==> src/rtl/addsub_pkg.sv <==
// Shared types and helpers for the round-robin add/sub arbiter.
// Grant picking is written for up to 8 requesters.
package addsub_pkg;

  localparam logic OP_ADD = 1'b0;
  localparam logic OP_SUB = 1'b1;
  localparam int   RR_MAX = 8;

  typedef enum logic {
    ST_IDLE,
    ST_FULL
  } state_e;

  // First set valid bit at or after ptr, wrapping modulo n; one-hot.
  function automatic logic [RR_MAX-1:0] rr_pick(
    input logic [RR_MAX-1:0] valid,
    input logic [2:0]        ptr,
    input int                n
  );
    logic [RR_MAX-1:0] g;
    logic              found;
    int                idx;
    g     = '0;
    found = 1'b0;
    for (int k = 0; k < RR_MAX; k++) begin
      if (k < n) begin
        idx = (int'(ptr) + k) % n;
        if (!found && valid[idx[2:0]]) begin
          g[idx[2:0]] = 1'b1;
          found       = 1'b1;
        end
      end
    end
    return g;
  endfunction

endpackage

==> src/rtl/addsub_core.sv <==
// Combinational W-bit ripple adder/subtractor.
// Subtract is X + ~Y + 1, so cout means "no borrow".
module addsub_core
  import addsub_pkg::*;
#(
  parameter int W = 8
) (
  input  logic [W-1:0] x,
  input  logic [W-1:0] y,
  input  logic         sub,
  output logic [W-1:0] s,
  output logic         cout,
  output logic         ovf
);

  logic [W:0] c;
  logic       yb;

  // Ripple carry chain; ovf compares carry into and out of the MSB.
  always_comb begin
    s    = '0;
    c    = '0;
    yb   = 1'b0;
    c[0] = (sub == OP_SUB);
    for (int i = 0; i < W; i++) begin
      yb     = (sub == OP_ADD) ? y[i] : ~y[i];
      s[i]   = x[i] ^ yb ^ c[i];
      c[i+1] = (x[i] & yb) | (c[i] & (x[i] ^ yb));
    end
    cout = c[W];
    ovf  = c[W] ^ c[W-1];
  end

endmodule

==> src/rtl/addsub_arbiter.sv <==
// Round-robin arbiter sharing one add/sub core among N requesters.
// One registered result slot, tagged with the winning requester id.
module addsub_arbiter
  import addsub_pkg::*;
#(
  parameter int W = 8,
  parameter int N = 4,
  localparam int IDW = $clog2(N)
) (
  input  logic           clk,
  input  logic           rst_n,
  input  logic [N-1:0]   req_valid,
  output logic [N-1:0]   req_ready,
  input  logic [N-1:0]   req_sub,
  input  logic [N*W-1:0] req_x,
  input  logic [N*W-1:0] req_y,
  output logic           rsp_valid,
  input  logic           rsp_ready,
  output logic [IDW-1:0] rsp_id,
  output logic [W-1:0]   rsp_s,
  output logic           rsp_cout,
  output logic           rsp_ovf
);

  state_e           state_q, state_d;
  logic [IDW-1:0]   rr_ptr_q, rr_ptr_d;
  logic [IDW-1:0]   rsp_id_q, rsp_id_d;
  logic [W-1:0]     rsp_s_q, rsp_s_d;
  logic             rsp_cout_q, rsp_cout_d;
  logic             rsp_ovf_q, rsp_ovf_d;

  logic             can_accept;
  logic [RR_MAX-1:0] grant_w;
  logic             gnt;
  logic [IDW-1:0]   gnt_idx;
  logic [W-1:0]     x_sel, y_sel;
  logic             sub_sel;
  logic [W-1:0]     core_s;
  logic             core_cout, core_ovf;

  // Grant and operand mux; no grants while reset is held.
  always_comb begin
    can_accept = rst_n & ((state_q == ST_IDLE) | rsp_ready);
    grant_w    = '0;
    if (can_accept) begin
      grant_w = rr_pick(RR_MAX'(req_valid), 3'(rr_ptr_q), N);
    end
    gnt     = |grant_w;
    gnt_idx = '0;
    x_sel   = '0;
    y_sel   = '0;
    sub_sel = OP_ADD;
    for (int i = 0; i < N; i++) begin
      if (grant_w[i]) begin
        gnt_idx = IDW'(i);
        x_sel   = req_x[i*W +: W];
        y_sel   = req_y[i*W +: W];
        sub_sel = req_sub[i];
      end
    end
  end

  assign req_ready = grant_w[N-1:0];

  addsub_core #(
    .W(W)
  ) u_core (
    .x   (x_sel),
    .y   (y_sel),
    .sub (sub_sel),
    .s   (core_s),
    .cout(core_cout),
    .ovf (core_ovf)
  );

  // Next state, pointer advance and result-slot load.
  always_comb begin
    state_d    = state_q;
    rr_ptr_d   = rr_ptr_q;
    rsp_id_d   = rsp_id_q;
    rsp_s_d    = rsp_s_q;
    rsp_cout_d = rsp_cout_q;
    rsp_ovf_d  = rsp_ovf_q;
    if (gnt) begin
      state_d    = ST_FULL;
      rr_ptr_d   = (gnt_idx == IDW'(N - 1)) ? '0 : gnt_idx + IDW'(1);
      rsp_id_d   = gnt_idx;
      rsp_s_d    = core_s;
      rsp_cout_d = core_cout;
      rsp_ovf_d  = core_ovf;
    end else if (state_q == ST_FULL && rsp_ready) begin
      state_d = ST_IDLE;
    end
  end

  // State and result registers.
  always_ff @(posedge clk or negedge rst_n) begin
    if (!rst_n) begin
      state_q    <= ST_IDLE;
      rr_ptr_q   <= '0;
      rsp_id_q   <= '0;
      rsp_s_q    <= '0;
      rsp_cout_q <= 1'b0;
      rsp_ovf_q  <= 1'b0;
    end else begin
      state_q    <= state_d;
      rr_ptr_q   <= rr_ptr_d;
      rsp_id_q   <= rsp_id_d;
      rsp_s_q    <= rsp_s_d;
      rsp_cout_q <= rsp_cout_d;
      rsp_ovf_q  <= rsp_ovf_d;
    end
  end

  assign rsp_valid = (state_q == ST_FULL);
  assign rsp_id    = rsp_id_q;
  assign rsp_s     = rsp_s_q;
  assign rsp_cout  = rsp_cout_q;
  assign rsp_ovf   = rsp_ovf_q;

endmodule

==> config.mk <==
export PLATFORM = sky130hd
export DESIGN_NAME = addsub_arbiter
export DESIGN_NICKNAME = d
export VERILOG_FILES = /design/src/rtl/addsub_pkg.sv /design/src/rtl/addsub_core.sv /design/src/rtl/addsub_arbiter.sv
export SDC_FILE = /design/constraint.sdc
export NUM_CORES = 1
export LEC_CHECK = 0
export CORE_UTILIZATION = 37
export DETAILED_ROUTE_END_ITERATION = 10
export PLACE_DENSITY_LB_ADDON = 0.15
export SYNTH_ARGS = -nofsm -noshare
export SYNTH_HDL_FRONTEND = slang
export SYNTH_SLANG_ARGS = --single-unit
==> constraint.sdc <==
create_clock -name clk -period 5.8 [get_ports clk]
set_input_delay 1.16 -clock clk [delete_from_list [all_inputs] [get_ports clk]]
set_output_delay 1.16 -clock clk [all_outputs]
set_load 0.05 [all_outputs]
# Word-level counts from Yosys, hierarchy flattened

Index checks and enable logic that the tools add are counted.
W data, S select, Z words.

Word-level logic and storage cells: 149
Bits in latches: 0
Output and inout port bits: 17
Memories kept: 0
RAM bits: 0
ROM bits: 0
Bits in registers: 15

Eq/ne operators: 1
Shift operators: 0
Multiplexer cells: 56
Bitwise logic cells: 58
Add/subtract/negate cells: 4
Order comparisons: 8
Reduce and logical (&&, ||, !) cells: 16
Multipliers: 0
Div/mod/pow operators: 0

Operators by type and width:

| kind                  | count |
|---|---|
| $mux W8               | 15 |
| $mux W1               | 29 |
| $or A8 B8 Y8          | 3 |
| $and A1 B1 Y1         | 17 |
| $xor A1 B1 Y1         | 17 |
| $lt A3 B4 Y1 const B  | 3 |
| $bmux W1 S3           | 3 |
| $demux W1 S3          | 3 |
| $ge A3 B1 Y1 const B  | 3 |
| $not A1 Y1            | 9 |
| $or A1 B1 Y1          | 9 |
| $logic_and A1 B1 Y1   | 8 |
| $reduce_or A8 Y1      | 1 |
| $mux W2               | 3 |
| $reduce_or A2 Y1      | 3 |
| $add A2 B1 Y2 const B | 2 |
| $add A2 B2 Y2 const B | 2 |
| $lt A2 B4 Y1 const B  | 1 |
| $mux W4               | 1 |
| $and A1 B1 Y1 const A | 3 |
| $logic_not A1 Y1      | 3 |
| $bmux W1 S2           | 1 |
| $demux W1 S2          | 1 |
| $eq A2 B2 Y1 const B  | 1 |
| 2 further kinds       | 2 |

# Longest topological paths before layout

Gate-level depths: netlist of run 1.

Depth after elaboration: 40
Mapped depth: 24
Mapped depth without buffers: 22

# Hierarchy

A second synthesis of run 1 with hierarchy kept.

Cells, all modules: 223
Area total of the unflattened synthesis: 2170.8 um^2

By module, submodules not included:

| module         | instances | cells an instance | area an instance (um^2) |
|---|---|---|---|
| addsub_arbiter | 1         | 192               | 1874.3 |
| addsub_core    | 1         | 31                | 296.5 |

# Worst setup path before layout of run 1

No wires, ideal clock.

Kind: in2reg
From: input port req_valid[3]
To: register rsp_s_q[7] (netlist: rsp_s[7])
Required time: 5675 ps
Path slack: -252 ps
Path buffers: 2
Stages on the path: 20
Setup time: 125 ps
Arrival time: 5926 ps
Cell sequence: mux4_2 or3b_1 a21oi_1 a221oi_2 buf_6 clkinv_1 buf_2 a221oi_1 o21ai_1 xor2_1 fa_1 fa_1 inv_1 fa_1 fa_1 fa_1 fa_1 inv_1 fa_1 mux2_4

Elaborated cells between the ends (all ways): 90
Classes of those cells: 42 x mux; 41 x bitwise; 7 x reduce/logical

RTL lines:

| what                          | RTL line              | text |
|---|---|---|
| start, declared               | addsub_arbiter.sv:12  | `input logic [N-1:0] req_valid,` |
| $bmux W1 S2                   | addsub_pkg.sv:28      | `if (!found && valid[idx[2:0]]) begin` |
| $mux W1 (implied by the code) | addsub_pkg.sv:28      |  |
| $mux W1                       | addsub_pkg.sv:28      |  |
| $mux W1                       | addsub_arbiter.sv:45  | `if (can_accept) begin` |
| $logic_not A1 Y1              | addsub_pkg.sv:28      |  |
| $logic_and A1 B1 Y1           | addsub_pkg.sv:28      |  |
| $mux W1                       | addsub_pkg.sv:28      |  |
| $mux W1                       | addsub_arbiter.sv:45  |  |
| [... 8 more ...]              | -                     |  |
| via req_ready[2]              | addsub_arbiter.sv:13  | `output logic [N-1:0] req_ready,` |
| [... 13 more ...]             | -                     |  |
| $and A1 B1 Y1                 | addsub_core.sv:28     | `c[i+1] = (x[i] & yb) \| (c[i] & (x[i] ^ yb));` |
| $or A1 B1 Y1                  | addsub_core.sv:28     |  |
| $and A1 B1 Y1                 | addsub_core.sv:28     |  |
| $or A1 B1 Y1                  | addsub_core.sv:28     |  |
| $and A1 B1 Y1                 | addsub_core.sv:28     |  |
| $or A1 B1 Y1                  | addsub_core.sv:28     |  |
| $xor A1 B1 Y1 *               | addsub_core.sv:27     | `s[i] = x[i] ^ yb ^ c[i];` |
| via core_s[7]                 | addsub_arbiter.sv:38  | `logic [W-1:0] core_s;` |
| end signal, assigned          | addsub_arbiter.sv:109 | `rsp_s_q <= rsp_s_d;` |
| end, declared                 | addsub_arbiter.sv:28  | `logic [W-1:0] rsp_s_q, rsp_s_d;` |

The timed path passes the listed nets; every way through them passes the cells marked *. The select of a mux whose other input is x is not followed.
A chain may end at the register's enable or synchronous reset.

# Worst setup path in the final report of run 1

From: input port req_valid[3]
To: register rsp_s_q[7] (netlist: rsp_s[7])

Cells in the longest elaborated chain, start to end: 38
Elaborated cells between the ends (all ways): 90
Classes of those cells: 42 x mux; 41 x bitwise; 7 x reduce/logical

Ends and longest elaborated chain:

| what                          | RTL line |
|---|---|
| $bmux W1 S2                   | addsub_pkg.sv:28 |
| $mux W1 (implied by the code) | addsub_pkg.sv:28 |
| $mux W1                       | addsub_pkg.sv:28 |
| $mux W1                       | addsub_arbiter.sv:45 |
| $logic_not A1 Y1              | addsub_pkg.sv:28 |
| $logic_and A1 B1 Y1           | addsub_pkg.sv:28 |
| $mux W1                       | addsub_pkg.sv:28 |
| $mux W1                       | addsub_arbiter.sv:45 |
| [... 23 more ...]             | - |
| $and A1 B1 Y1                 | addsub_core.sv:28 |
| $or A1 B1 Y1                  | addsub_core.sv:28 |
| $and A1 B1 Y1                 | addsub_core.sv:28 |
| $or A1 B1 Y1                  | addsub_core.sv:28 |
| $and A1 B1 Y1                 | addsub_core.sv:28 |
| $or A1 B1 Y1                  | addsub_core.sv:28 |
| $xor A1 B1 Y1 *               | addsub_core.sv:27 |
| via core_s[7]                 | addsub_arbiter.sv:38 |

Marked as above.

==> results.toml, run 1 <==
[layout]
n_fill_cell = 404
final_common_cell = "clkdlybuf4s50_1"
drive_gt1_frac = 0.3174
final_cell_mix = "clkdlybuf4s50_1 (85), buf_4 (50), nand2_1 (18), a21oi_1 (17), dfrtp_1 (15)"
n_antenna_cell = 0
syn2layout_area_growth_pct = 81.51
nNetsFinal = 424
stdcell_area_sq_um = 3279

[sta]
finalHoldViolations = 0
rsz0062_at_grt = "true"
post-route-min-period_ns = 5.736
tightest_slew_ns = 0.7047
slew_viol_final = 0
fmax_mhz = 174.3
post-route-period-util = 0.9890
max-slew-margin-rel = 0.5302
holdWs_ns = 0.5136
fin_tns_setup_ns = 0
setup_viol = 0
fin_skew_ns = 0.006112

[floorplan]
num_rows = 25
design.die.area_sq_um = 5167
fp.coreArea_sq_um = 4723
dieWidth_microns = 71.88
initial_core_util = 0.3825
die_h_microns = 71.88
pin_count = 92

[flow_run]
cap_viol_max_count = 0

[hold_path]
hold_depth = 1
hold_end = "rsp_s[7]"
holdCritStartpoint = "rsp_s[7]"
hold_path_class = "reg2reg"

[setup_path]
worstSetupEndpointType = "flop"
setup.worst_path.start_class = "input pin"
critical_path.max_fanout = 6
crit_type = "in2reg"
cp-startpoint = "req_valid[3]"
arrival_ns = 5.87
ff2ff_path_depth = 22
r2r_slack_ns = 0.29
r2r-start = "rr_ptr_q[1]"
worst-endpoint-required_ns = 5.93
r2r-end = "rsp_s[7]"

[route]
drt-wirelength-per-cell_microns = 15.10
routed_wl_microns = 6057
drtAntennaViolNets = 0
dr_total_vias = 2051
drc = 0
drt_first_pass_iters = 6
drtIter0Drc = 136
via_per_inst = 5.115

[synthesis]
synth.avg_cell_area_sq_um = 9.034
ys_seq_elements = 15
synthAdderAreaFrac = 0.1260
synth_mux_area_frac = 0.06440
synth-edff-count = 0
synth_top_family_by_area = "compound AO/OA/AOI/OAI gates"
yosysUniqueCellTypes = 50
synth_nets = 289
syn_area_sq_um = 1807
synthSimpleGateAreaFrac = 0.1925
netlist_instances = 200
synth-compound-area-share = 0.2950
synth_xor_area_frac = 0.03878
yosysWarnings = 0
ys_seq_area_frac = 0.2078
async_reset_ff_frac = 1.000
yosys_most_used_dff = "dfrtp_1"

[global_routing]
grt_overflow = 0
antenna_found_initial = 0
grt_max_degree = 19
grt_pass1_wl_microns = 9756
track_usage = 0.2408
grt_pass1_vias = 2076

[cts]
cts.sinks = 15
worstSkewPairLatency_ns = 0.25
clk_pin_slew_worst_paths_ns = 0.06
clockBufferDepth = 2
cts_tree = "yes"
cts_root_buf = "clkbuf_8"
numCtsBuffers = 3
htreeDepth = 1

[power]
irDropWorstVdd_uv = 382.4
power_density_nw_per_um2 = 707.5
p_leak_nw = 1.342

[outcome]
status = "finished, final reports clean"

[placement]
placed_area_sq_um = 3082
io_buffers = 91
hpwl_microns = 4910
gp_congestion = 0.9249
-- Yosys cell counts (3+ instances only) --
cell type / n / area [sq um]
a21oi_1: 20 / 100.1
nand2_1: 19 / 71.32
nor2_1: 16 / 60.06
dfrtp_1: 15 / 375.4
inv_1: 10 / 37.54
a221oi_1: 8 / 70.07
nor3_1: 8 / 40.04
o21ai_0: 8 / 40.04
fa_1: 7 / 140.1
ha_1: 7 / 87.58
o221ai_1: 6 / 52.55
buf_6: 5 / 56.30
nor3b_1: 5 / 37.54
a221oi_2: 4 / 60.06
and3b_1: 4 / 35.03
mux2_4: 4 / 60.06
xnor2_1: 4 / 35.03
xor2_1: 4 / 35.03
clkbuf_1: 3 / 11.26
inv_2: 3 / 11.26
o211ai_1: 3 / 22.52
o31ai_1: 3 / 22.52
or3b_1: 3 / 26.28
-- metal layers --
layer / GRT usage / up-vias / wire (microns)
met5: 0 / - / 0
met4: 0.03922 / 0 / 10
met3: 0.03094 / 2 / 315
met2: 0.3868 / 80 / 2815
met1: 0.3521 / 959 / 2917
li1: - / 1010 / -
-- cell type report --
cell class                      count  area (sq um)  share of cell area
Multi-Input combinational cell    160          1448              0.4414
Timing Repair Buffer              141          1269              0.3869
Sequential cell                    15         375.4              0.1145
Tap cell                           67         83.83             0.02556
Inverter                           14         57.56             0.01755
Clock buffer                        3         41.29             0.01259
Clock inverter                      1         5.005            0.001526
-- repair_timing --
| item | in CTS | in global routing |
|---|---|---|
| buffers inserted | 3 | 1 |
| hold buffers | 0 | 0 |
| setup endpoints to repair | 3 | 3 |
| pin swaps | 18 | 13 |
| resized for setup | 35 | 10 |
| endpoints found under the hold margin | 0 | 0 |
-- power breakdown --
part,switching [mW],leakage [nW],internal [mW]
combinational,1.08,1.14,0.957
clock,0.0356,0.0255,0.0475
sequential,0.0296,0.177,0.171
-- through the flow --
stage                     cells  power (mW)  worst slack (ns)  utilization
after floorplan             200       1.512          0.001125            -
after detailed placement    393       2.126           -0.6382       0.6525
after global placement      393       2.104           -0.5812       0.6525
after global routing        401       2.482          -0.09569       0.6943
after CTS                   400       2.294           -0.1093       0.6819
final                       401       2.320           0.06372       0.6943
-- worst max path at each step --
stage                to  slack, ns  cells past startpoint
2_1_floorplan  rsp_s[7]      0.001                     20
3_3_place_gp   rsp_s[7]      -0.58                     19
3_5_place_dp   rsp_s[7]      -0.64                     20
4_1_cts        rsp_s[7]      -0.11                     20
5_1_grt        rsp_s[7]       -0.1                     24
6_report       rsp_s[7]       0.06                     21
-- worst max-delay path: stages --
cell	delay (ns)
buf_2	0.13
mux4_2	0.54
buf_4	0.18
mux2_1	0.32
nor2_2	0.11
a221oi_2	0.04
buf_4	0.16
buf_4	0.16
o2111a_2	0.14
o211ai_1	0.19
o31a_1	0.21
fa_2	0.22
fa_1	0.16
inv_1	0.05
fa_2	0.33
fa_2	0.34
fa_2	0.35
fa_2	0.38
inv_2	0.06
fa_1	0.40
mux2_4	0.26
-- flip-flops by register name, indices dropped and copies added (netlist names) --
| signal | count |
|---|---|
| rsp_s | 8 |
| rr_ptr_q | 2 |
| rsp_id | 2 |
| rsp_cout | 1 |
| rsp_ovf | 1 |
| rsp_valid | 1 |
-- kinds of logic after synthesis --
kind of cell               count (synthesis)
xor gates and xnor gates                   8
DFF                                       15
muxes                                      7
and+or+nand+nor                           64
AOI/OAI and AO/OA                         67
buffers and inverters                     25
adders and majority gates                 14
Note: power is estimated with default switching activity, not from simulation.
==> run 2, diff against run 1 <==
Settings changed: CELL_PAD_IN_SITES_DETAIL_PLACEMENT from default to 1, CELL_PAD_IN_SITES_GLOBAL_PLACEMENT from default to 1, CORE_UTILIZATION 37 to 26, SLEW_MARGIN from default to 10.
==> run 2 against run 1 <==
The run now ends with negative setup slack left. Worst setup slack worse by 0.082 ns. Core utilization is 19 points lower. Combinational power is 6% higher. Register-to-register slack worse by 0.17 ns. Via count is 4.0% higher. Global-route usage is 3.9 points lower. Critical endpoint unchanged. Largest cell class unchanged. Largest power group unchanged.
==> results.toml, run 2 (same netlist as run 1, synthesis figures left out) <==
[power]
irDropWorstVdd_uv = 216.9
switchingPower_mw = 1.211
seq_power_share = 0.082
power_density_nw_per_um2 = 715.0
p_leak_nw = 1.404
sw_frac_of_total = 0.4938
p_clk_frac = 0.036
combinationalPowerShare = 0.882
internal_power_mw = 1.242

[floorplan]
dieWidth_microns = 85.36
initial_core_util = 0.2674
design.die.area_sq_um = 7286
fp.coreArea_sq_um = 6756
num_rows = 30
die_h_microns = 85.36
pin_count = 92

[setup_path]
r2r-start = "rr_ptr_q[1]"
r2r-end = "rsp_s[7]"
worst-endpoint-required_ns = 5.94
arrival_ns = 5.96
ff2ff_path_depth = 22
worstSetupEndpointType = "flop"
cp_slowest_cell = "mux4_2"
r2r_slack_ns = 0.12
crit_type = "in2reg"
cp_slowest_stage_delay_ns = 0.54
cp_top_family = "adder cells"
setup.worst_path.start_class = "input pin"
worstPathCellList = "buf_8 > mux4_2 > or3b_1 > a21oi_2 > a221oi_4 > inv_2 > nand2_4 > o2111a_2 > o211ai_1 > o31a_1 > fa_2 > fa_2 > inv_2 > fa_2 > fa_2 > fa_2 > fa_2 > inv_2 > fa_2 > mux2_4"
critical_path.max_fanout = 6
path_buf_inv = 4
timing.critical_path.mode_cell = "fa_2"

[hold_path]
hold_end = "rsp_s[6]"
hold_path_class = "reg2reg"
hold_depth = 2
holdCritStartpoint = "rsp_s[6]"

[route]
drt_first_pass_iters = 4
via_per_inst = 5.021
dr_total_vias = 2134
routed_wl_microns = 7336
drt-wirelength-per-cell_microns = 17.26
drtIter0Drc = 55
drtAntennaViolNets = 0
drc = 0

[layout]
nNetsFinal = 435
post-route-util = 0.5078
multiInputGateArea_sq_um = 1458
register_area_sq_um = 375.4
stdcell_area_sq_um = 3431
drive_gt1_frac = 0.3420
largest_register_ffs = 8
final_cell_mix = "clkdlybuf4s50_1 (85), buf_4 (57), nand2_1 (18), a21oi_1 (16)"
n_antenna_cell = 0
syn2layout_area_growth_pct = 89.89
n_fill_cell = 778
final_common_cell = "clkdlybuf4s50_1"

[sta]
tightest_slew_ns = 0.7342
finalHoldViolations = 0
slew_viol_final = 0
max-slew-margin-rel = 0.5106
rsz0062_at_grt = "true"
post-route-period-util = 1.003
fmax_mhz = 171.9
post-route-min-period_ns = 5.818
setup_viol = 1
setup_slack_ns = -0.01791
fin_skew_ns = 0.0005661

[cts]
cts_tree = "yes"
numCtsBuffers = 3
htreeDepth = 1
worstSkewPairLatency_ns = 0.25
cts_root_buf = "clkbuf_8"
clockBufferDepth = 2
hold_buffers = 0
clk_pin_slew_worst_paths_ns = 0.07
cts.sinks = 15

[global_routing]
track_usage = 0.2016
antenna_found_initial = 0
grt_pass1_vias = 2336
grt_overflow = 0
grt_max_degree = 19
grt_pass1_wl_microns = 11590

[placement]
io_buffers = 91
gp_congestion = 0.7777
hpwl_microns = 5770
placed_area_sq_um = 3136

[flow_run]
cap_viol_max_count = 0

[outcome]
status = "finished, violations left"
violations = "negative setup slack"
run 2: repair_timing:
action	CTS	global route
setup buffers	4	8
hold endpoints to repair	0	0
gates resized for setup	20	41
pin swaps	13	22
gates cloned	0	0
endpoints found under the setup margin	4	3
run 2: metal layers:
layer  global-route usage  part of all wire
met1               0.2725              0.46
met2               0.3358              0.47
met3              0.02626             0.048
met4              0.06061             0.017
met5                    0                 0
run 2: how the worst max path moves through the flow:
stage	start	endpoint	slack, ns	cells past startpoint
CTS	req_valid[0]	rsp_s[7]	-0.17	19
detailed placement	req_valid[3]	rsp_s[7]	-0.79	21
finish	req_valid[3]	rsp_s[7]	-0.02	20
floorplan	req_valid[2]	rsp_s[7]	0.001	20
global route	req_valid[3]	rsp_s[7]	-0.19	21
global placement	req_valid[3]	rsp_s[7]	-0.64	21
run 2: power by group through the flow:
| stage | Sequential [mW] | Combinational (mW) | Clock [mW] |
|---|---|---|---|
| after global routing | 0.207 | 2.35 | 0.0941 |
| after CTS | 0.203 | 2.07 | 0.0915 |
| final | 0.201 | 2.16 | 0.0892 |
| after floorplan | 0.359 | 1.15 | 0 |
| after global placement | 0.201 | 1.91 | 0 |
| after detailed placement | 0.203 | 1.98 | 0 |
run 2: metrics by stage:
stage | power, mW | hold WS, ns | TNS, ns | worst slack, ns | std cells
floorplan | 1.512 | 0.6477 | 0 | 0.001125 | 200
global placement | 2.115 | 0.4982 | -1.696 | -0.6351 | 411
detailed placement | 2.179 | 0.5081 | -2.235 | -0.7852 | 411
CTS | 2.360 | 0.5238 | -0.2668 | -0.1721 | 419
global route | 2.653 | 0.5588 | -0.2335 | -0.1920 | 425
finish | 2.453 | 0.5221 | -0.01791 | -0.01791 | 425
run 2: worst register-to-register path, cell delays in order, from the launching register on:
cell,delay [ns]
dfrtp_1,0.35
inv_1,0.10
ha_1,0.37
mux4_2,0.58
buf_6,0.15
nor4_4,0.25
buf_6,0.17
a221oi_4,0.07
inv_2,0.13
nand2_4,0.07
o2111a_2,0.28
o211ai_1,0.19
o31a_1,0.18
fa_2,0.23
fa_2,0.20
inv_2,0.04
fa_2,0.33
fa_2,0.36
fa_2,0.38
fa_2,0.38
inv_2,0.07
fa_2,0.42
mux2_4,0.26
run 2: cell type report:
cell class,instances,area share
multi-input cells,160,0.4249
repair buffers,152,0.4066
flip-flops and latches,15,0.1094
well taps,80,0.02918
inverters,14,0.01641
clock buffers,3,0.01204
clock inverters,1,0.001459
